**src/rtl/pending_event_dispatcher_pkg.sv**
```systemverilog
// Shared helpers for the pending event dispatcher and its selector.
// Latency: none (compile-time helpers only).
// Backpressure: not applicable.
//
// Contents: clog2() used to derive index widths from source counts.
package pending_event_dispatcher_pkg;

  // Number of bits needed to encode values 0..value-1 (minimum 1 for value >= 2).
  function automatic int clog2(input int value);
    int result;
    result = 0;
    for (int v = value - 1; v > 0; v = v >> 1) begin
      result = result + 1;
    end
    return result;
  endfunction

endpackage

```
**src/rtl/pending_event_dispatcher_round_robin_selector.sv**
```systemverilog
// Round-robin selector: first set request bit at or above pointer, with wrap-around.
// Latency: purely combinational.
// Backpressure: none; caller decides when to act on the grant.
//
// Ports:
//   request      in   WIDTH        request vector
//   pointer      in   INDEX_WIDTH  lowest index with priority this cycle (< WIDTH)
//   grant_valid  out  1            any request bit set
//   grant_index  out  INDEX_WIDTH  selected request index
module round_robin_selector
  import pending_event_dispatcher_pkg::*;
#(
  parameter int WIDTH       = 8,
  parameter int INDEX_WIDTH = clog2(WIDTH)
) (
  input  logic [WIDTH-1:0]       request,
  input  logic [INDEX_WIDTH-1:0] pointer,
  output logic                   grant_valid,
  output logic [INDEX_WIDTH-1:0] grant_index
);

  logic [2*WIDTH-1:0] doubled;
  logic [2*WIDTH-1:0] mask;
  logic [2*WIDTH-1:0] masked;

  // The request vector is laid out twice; bits below the pointer in the lower
  // copy are masked off, so the lowest surviving bit is the first request at or
  // above the pointer, and the upper copy supplies the wrap-around candidates.
  always_comb begin
    doubled     = {request, request};
    mask        = '0;
    for (int i = 0; i < 2 * WIDTH; i++) begin
      mask[i] = (i >= int'(pointer));
    end
    masked      = doubled & mask;
    grant_valid = |request;
    grant_index = '0;
    // Scan downward so the lowest set bit is the last one written.
    for (int i = 2 * WIDTH - 1; i >= 0; i--) begin
      if (masked[i]) begin
        if (i >= WIDTH) begin
          grant_index = INDEX_WIDTH'(i - WIDTH);
        end else begin
          grant_index = INDEX_WIDTH'(i);
        end
      end
    end
  end

endmodule

```
**src/rtl/pending_event_dispatcher.sv**
```systemverilog
// Sticky pending flags for event pulses, drained one index at a time round-robin.
// Latency: pulse at edge t -> pending after t, out_valid/out_index after t+1 if slot free.
// Backpressure: out_ready low freezes the slot; new events accumulate in pending/overflow.
//
// Ports:
//   clock, resetn     clock and asynchronous active-low reset
//   event_set         one pulse per event occurrence per source
//   overflow_clear    write-1-to-clear for overflow bits (set wins over clear)
//   out_valid/ready   valid/ready handshake for the presented index
//   out_index         index of the presented event
//   pending           pending flags, excluding the index held in the slot
//   overflow          sticky: event arrived while its flag was already pending
module pending_event_dispatcher
  import pending_event_dispatcher_pkg::*;
#(
  parameter  int EVENT_COUNT = 8,
  localparam int INDEX_WIDTH = clog2(EVENT_COUNT)
) (
  input  logic                   clock,
  input  logic                   resetn,
  input  logic [EVENT_COUNT-1:0] event_set,
  input  logic [EVENT_COUNT-1:0] overflow_clear,
  output logic                   out_valid,
  input  logic                   out_ready,
  output logic [INDEX_WIDTH-1:0] out_index,
  output logic [EVENT_COUNT-1:0] pending,
  output logic [EVENT_COUNT-1:0] overflow
);

  logic [INDEX_WIDTH-1:0] pointer;
  logic                   grant_valid;
  logic [INDEX_WIDTH-1:0] grant_index;
  logic                   slot_load;
  logic [EVENT_COUNT-1:0] load_vec;
  logic [EVENT_COUNT-1:0] pending_next;
  logic [EVENT_COUNT-1:0] overflow_set;
  logic [EVENT_COUNT-1:0] overflow_next;
  logic [INDEX_WIDTH-1:0] pointer_next;

  // Selection looks only at the registered flags, so events arriving this
  // cycle are not eligible until the next one.
  round_robin_selector #(
    .WIDTH       (EVENT_COUNT),
    .INDEX_WIDTH (INDEX_WIDTH)
  ) u_selector (
    .request     (pending),
    .pointer     (pointer),
    .grant_valid (grant_valid),
    .grant_index (grant_index)
  );

  always_comb begin
    slot_load = ~out_valid | out_ready;
    load_vec  = '0;
    if (slot_load && grant_valid) begin
      load_vec = {{(EVENT_COUNT-1){1'b0}}, 1'b1} << grant_index;
    end
    // A new event on the index being loaded keeps the flag set: it is a fresh
    // occurrence, not a duplicate, so it also does not count as overflow.
    pending_next  = event_set | (pending & ~load_vec);
    overflow_set  = event_set & pending & ~load_vec;
    overflow_next = overflow_set | (overflow & ~overflow_clear);
    if (grant_index == INDEX_WIDTH'(EVENT_COUNT - 1)) begin
      pointer_next = '0;
    end else begin
      pointer_next = grant_index + INDEX_WIDTH'(1);
    end
  end

  always_ff @(posedge clock or negedge resetn) begin
    if (!resetn) begin
      pending   <= '0;
      overflow  <= '0;
      out_valid <= 1'b0;
      out_index <= '0;
      pointer   <= '0;
    end else begin
      pending  <= pending_next;
      overflow <= overflow_next;
      if (slot_load) begin
        if (grant_valid) begin
          out_valid <= 1'b1;
          out_index <= grant_index;
          pointer   <= pointer_next;
        end else begin
          // Nothing to present: slot empties, index and pointer keep their values.
          out_valid <= 1'b0;
        end
      end
    end
  end

endmodule

```
**config.mk**
```make
export PLATFORM = sky130hd
export DESIGN_NAME = pending_event_dispatcher
export DESIGN_NICKNAME = d
export VERILOG_FILES = /design/src/rtl/pending_event_dispatcher_pkg.sv /design/src/rtl/pending_event_dispatcher_round_robin_selector.sv /design/src/rtl/pending_event_dispatcher.sv
export SDC_FILE = /design/constraint.sdc
export NUM_CORES = 1
export LEC_CHECK = 0
export CAP_MARGIN = 40
export CORE_UTILIZATION = 49
export CTS_CLUSTER_DIAMETER = 30
export DETAILED_ROUTE_END_ITERATION = 6
export PLACE_DENSITY = 0.84
export SYNTH_ARGS = -nofsm -noshare
export SYNTH_HDL_FRONTEND = slang
export SYNTH_HIERARCHICAL = 1
export SYNTH_SLANG_ARGS = --single-unit
```
**constraint.sdc**
```tcl
create_clock -name clock -period 3.31 [get_ports clock]
set_input_delay 0.331 -clock clock [delete_from_list [all_inputs] [get_ports clock]]
set_output_delay 0.331 -clock clock [all_outputs]
set_load 0.02 [all_outputs]
```
==> summary.md <==
| Metric | Value |
|---|---|
| Status | finished clean |
| Layout fillers | roughly 180 |
| Leakage | 0.697 nW |
| Final min period | 2460 ps |
| Yosys top cell area share | ~46% |
| Vias | 1086 |
| Worst path slowest cell | o32ai_1 |
| RSZ-0062 raised after global routing | false |
| Startpoint types | register |
| Post-CTS sizing | 0 |
| Synthesized area per cell | 10.3 sq um |
| Cell Pwr Density | 876 mW/mm^2 |
| Syn_nets | 145 |
| Yosys cell types | 34 |
| Final nets | 186 |
| Routability Congestion | slightly below 1 |
| Hold slack | approximately 320 ps |
| Maximum root-to-sink buffer count | 2 |
| Setup crit end kind | register |
| Final ANT Viol Nets | 0 |
| Core Region | 0.00230 sq mm |
| Crit path max-delay family | compound AO/OA/AOI/OAI gates |
| Final core utilization | between 70% and 80% |
| Area grow syn2layout | 35.3% |
| Most area-consuming cells after synthesis | dfrtp_1 46%, a32o_1 6.5%, ha_1 6.1%, a21o_1 4.8%, inv_1 4.8% |
| Final setup violation count | 0 |
| Largest area contributor in the synthesized netlist | dfrtp_1 |
| Multi-input combinational cell area | around 580 sq um |
| Total power | 1.47 mW |
| Worst min path class | input pin to async pin |
| WL final | ~2800 microns |
| Worst-Margin Slew | 664 ps |
| Slew HR | roughly 56% |
| Synth Register Bits | 23 |
| Hpwl dp | 2160 microns |
| First-pass GRT wire length | 4640 microns |
| Die Height | roughly 52 microns |
| Crit path largest cell delay | approximately 600 ps |
| CTS Sinks | 23 |
| Drt pass-1 iters | 4 |
| Crit path cell chain | inv_1, o21ai_0, a221oi_1, o32ai_1, ha_1, ha_1, nand3_1, a32o_1 |
| Largest net degree at the start of global routing | 15 |
| Clk_lat worst skew | 320 ps |
| Final Hold Viols | 0 |
| Placed cell count | ~180 |
| Crit Path Max Fanout | 8 |
| Clock skew | 10.8 ps |
| Maximum Capacitance Violations | 0 |
| Clock root cell | clkbuf_4 |
| Vias in the first global route | 1030 |
| Die X | 52.3 microns |
| IO buf count | 38 |
| Synth Flop Type | dfrtp_1 |
| Register Area | 576 sq um |
| Drt via density | roughly 5.8 |
| Total CTS buffers | 3 |
| IO Count | 39 |
| H-tree levels | 1 |
| Reg clk slew, reported paths | 120 ps |
| Starting Density | 53.9% |
| Area after DPL | approximately 0.0016 sq mm |
| Post-CTS Setup Bufs | 0 |
| CTS tree | done |
| Post-Place Setup Slack | 861 ps |
| Highest Clock Rate | 406 MHz |
| Maximum VDD drop | 0.556 mV |
| Fin crit share | 74.4% |
| Row Count | 17 |
| Gr ovfl total | 0 |
| Drt initial violations | 27 |
| Most used cell, CP | ha_1 |
| ANT cells | 0 |
| Total GRT Usage | between 20% and 30% |
| Remaining DRCs | 0 |
| Arrival time worst endpoint | 2680 ps |
| Die area | 0.00273 sq mm |
| Async SR Flop Fraction | 100% |
| Synthesis Warnings | 6 |
| Share of cells above drive strength 1 | 7.50% |
| CP required | 3530 ps |
| Setup Crit Path Kind | register to register |
| Synthesized instance count | 120 |
| Initial antenna violation count | 0 |
| Post-DR wirelength/cell | approximately 15 microns |
| Finished Cell Area | 0.00168 sq mm |
| Post-CTS Hold Buffers | 0 |
| Max Slew Vio Count | 0 |
| Setup TNS | 0 ps |
| Fin worst setup slack | roughly 850 ps |
| Final non-filler cell total | about 190 |
| Count leader, synth | dfrtp_1 |
| Sequential-to-total area share from yosys stat | 46.5% |
| Number of flops mapped to enable cells by yosys | 0 |
| WP buf/inv | 1 |
| Commonest cells in the netlist | 23 x dfrtp_1, 16 x inv_1, 8 x a21o_1, 8 x a32o_1 |
| Synthesized cell area | 0.00124 sq mm |
## worst register-to-register path, cell delays in order, from the launching register on
cell      delay (ps)
dfrtp_1          520
inv_1            120
o21ai_0          200
a221oi_1         110
o32ai_1          600
ha_1             280
ha_1             180
nand3_1          100
a32o_1           280
## layer usage
metal	part of all wire [%]	global-route usage, %	up-vias	wire (microns)
li1	-	-	520	-
met1	45	31.0	527	1260
met2	49	37.1	34	1380
met3	3.8	4.35	5	105
met4	1.4	9.21	0	40
met5	0	0	-	0
## cell usage in the layout (no fill, tap or decap), drive strengths merged, types with 3 or more instances in the layout
| cell | n |
|---|---|
| a21o | 8 |
| a21oi | 7 |
| a32o | 8 |
| clkbuf | 4 |
| clkdlybuf4s50 | 38 |
| dfrtp | 23 |
| ha | 6 |
| inv | 16 |
| mux2 | 5 |
| nand2 | 4 |
| nand2b | 3 |
| nand3 | 7 |
| nand4 | 3 |
| nor2 | 3 |
| nor2b | 3 |
| o21ai | 4 |
## logic make-up (layout without fill, tap and decap cells)
family | after synthesis | count (layout) | synth area share (%)
AO/OA/AOI/OAI | 38 | 38 | 22.6
AND/OR/NAND/NOR | 28 | 28 | 13.0
adder cells (fa/ha/maj) | 6 | 6 | 6.06
flip-flops | 23 | 23 | 46.5
multiplexers | 6 | 6 | 5.35
buffers and inverters | 19 | 59 | 6.46
## layout make-up
type	instances	area share, %
Clock buffer	4	1.57
Inverter	16	3.58
Multi-Input combinational cell	78	34.8
Sequential cell	23	34.4
Tap cell	28	2.09
Timing Repair Buffer	39	23.6
## flip-flops by register name, summed over array words and instances, names as in the netlist
register / cells
out_index: 3
overflow: 8
pointer: 3
pending: 8
out_valid: 1
## report_power, final
group	internal (mW)	switching, mW	leakage [nW]
Combinational	0.401	0.411	0.440
Clock	0.0472	0.0823	0.0150
Sequential	0.385	0.142	0.242
Total	0.833	0.635	0.697
## path summary, 6_finish.rpt
kind	start	endpoint	slack, ps	cells past startpoint
setup / recovery	pending[5]$_DFF_PN0_	overflow[7]$_DFF_PN0_	850	8
hold / removal	resetn	out_valid$_DFFE_PN0P_	320	1
setup reg to reg	pending[5]$_DFF_PN0_	overflow[7]$_DFF_PN0_	850	8
hold reg to reg	overflow[5]$_DFF_PN0_	overflow[5]$_DFF_PN0_	510	1
max in group asynchronous	resetn	overflow[5]$_DFF_PN0_	2520	2
min in group clock	overflow[5]$_DFF_PN0_	overflow[5]$_DFF_PN0_	510	1
Note: power is estimated with default switching activity, not from simulation.
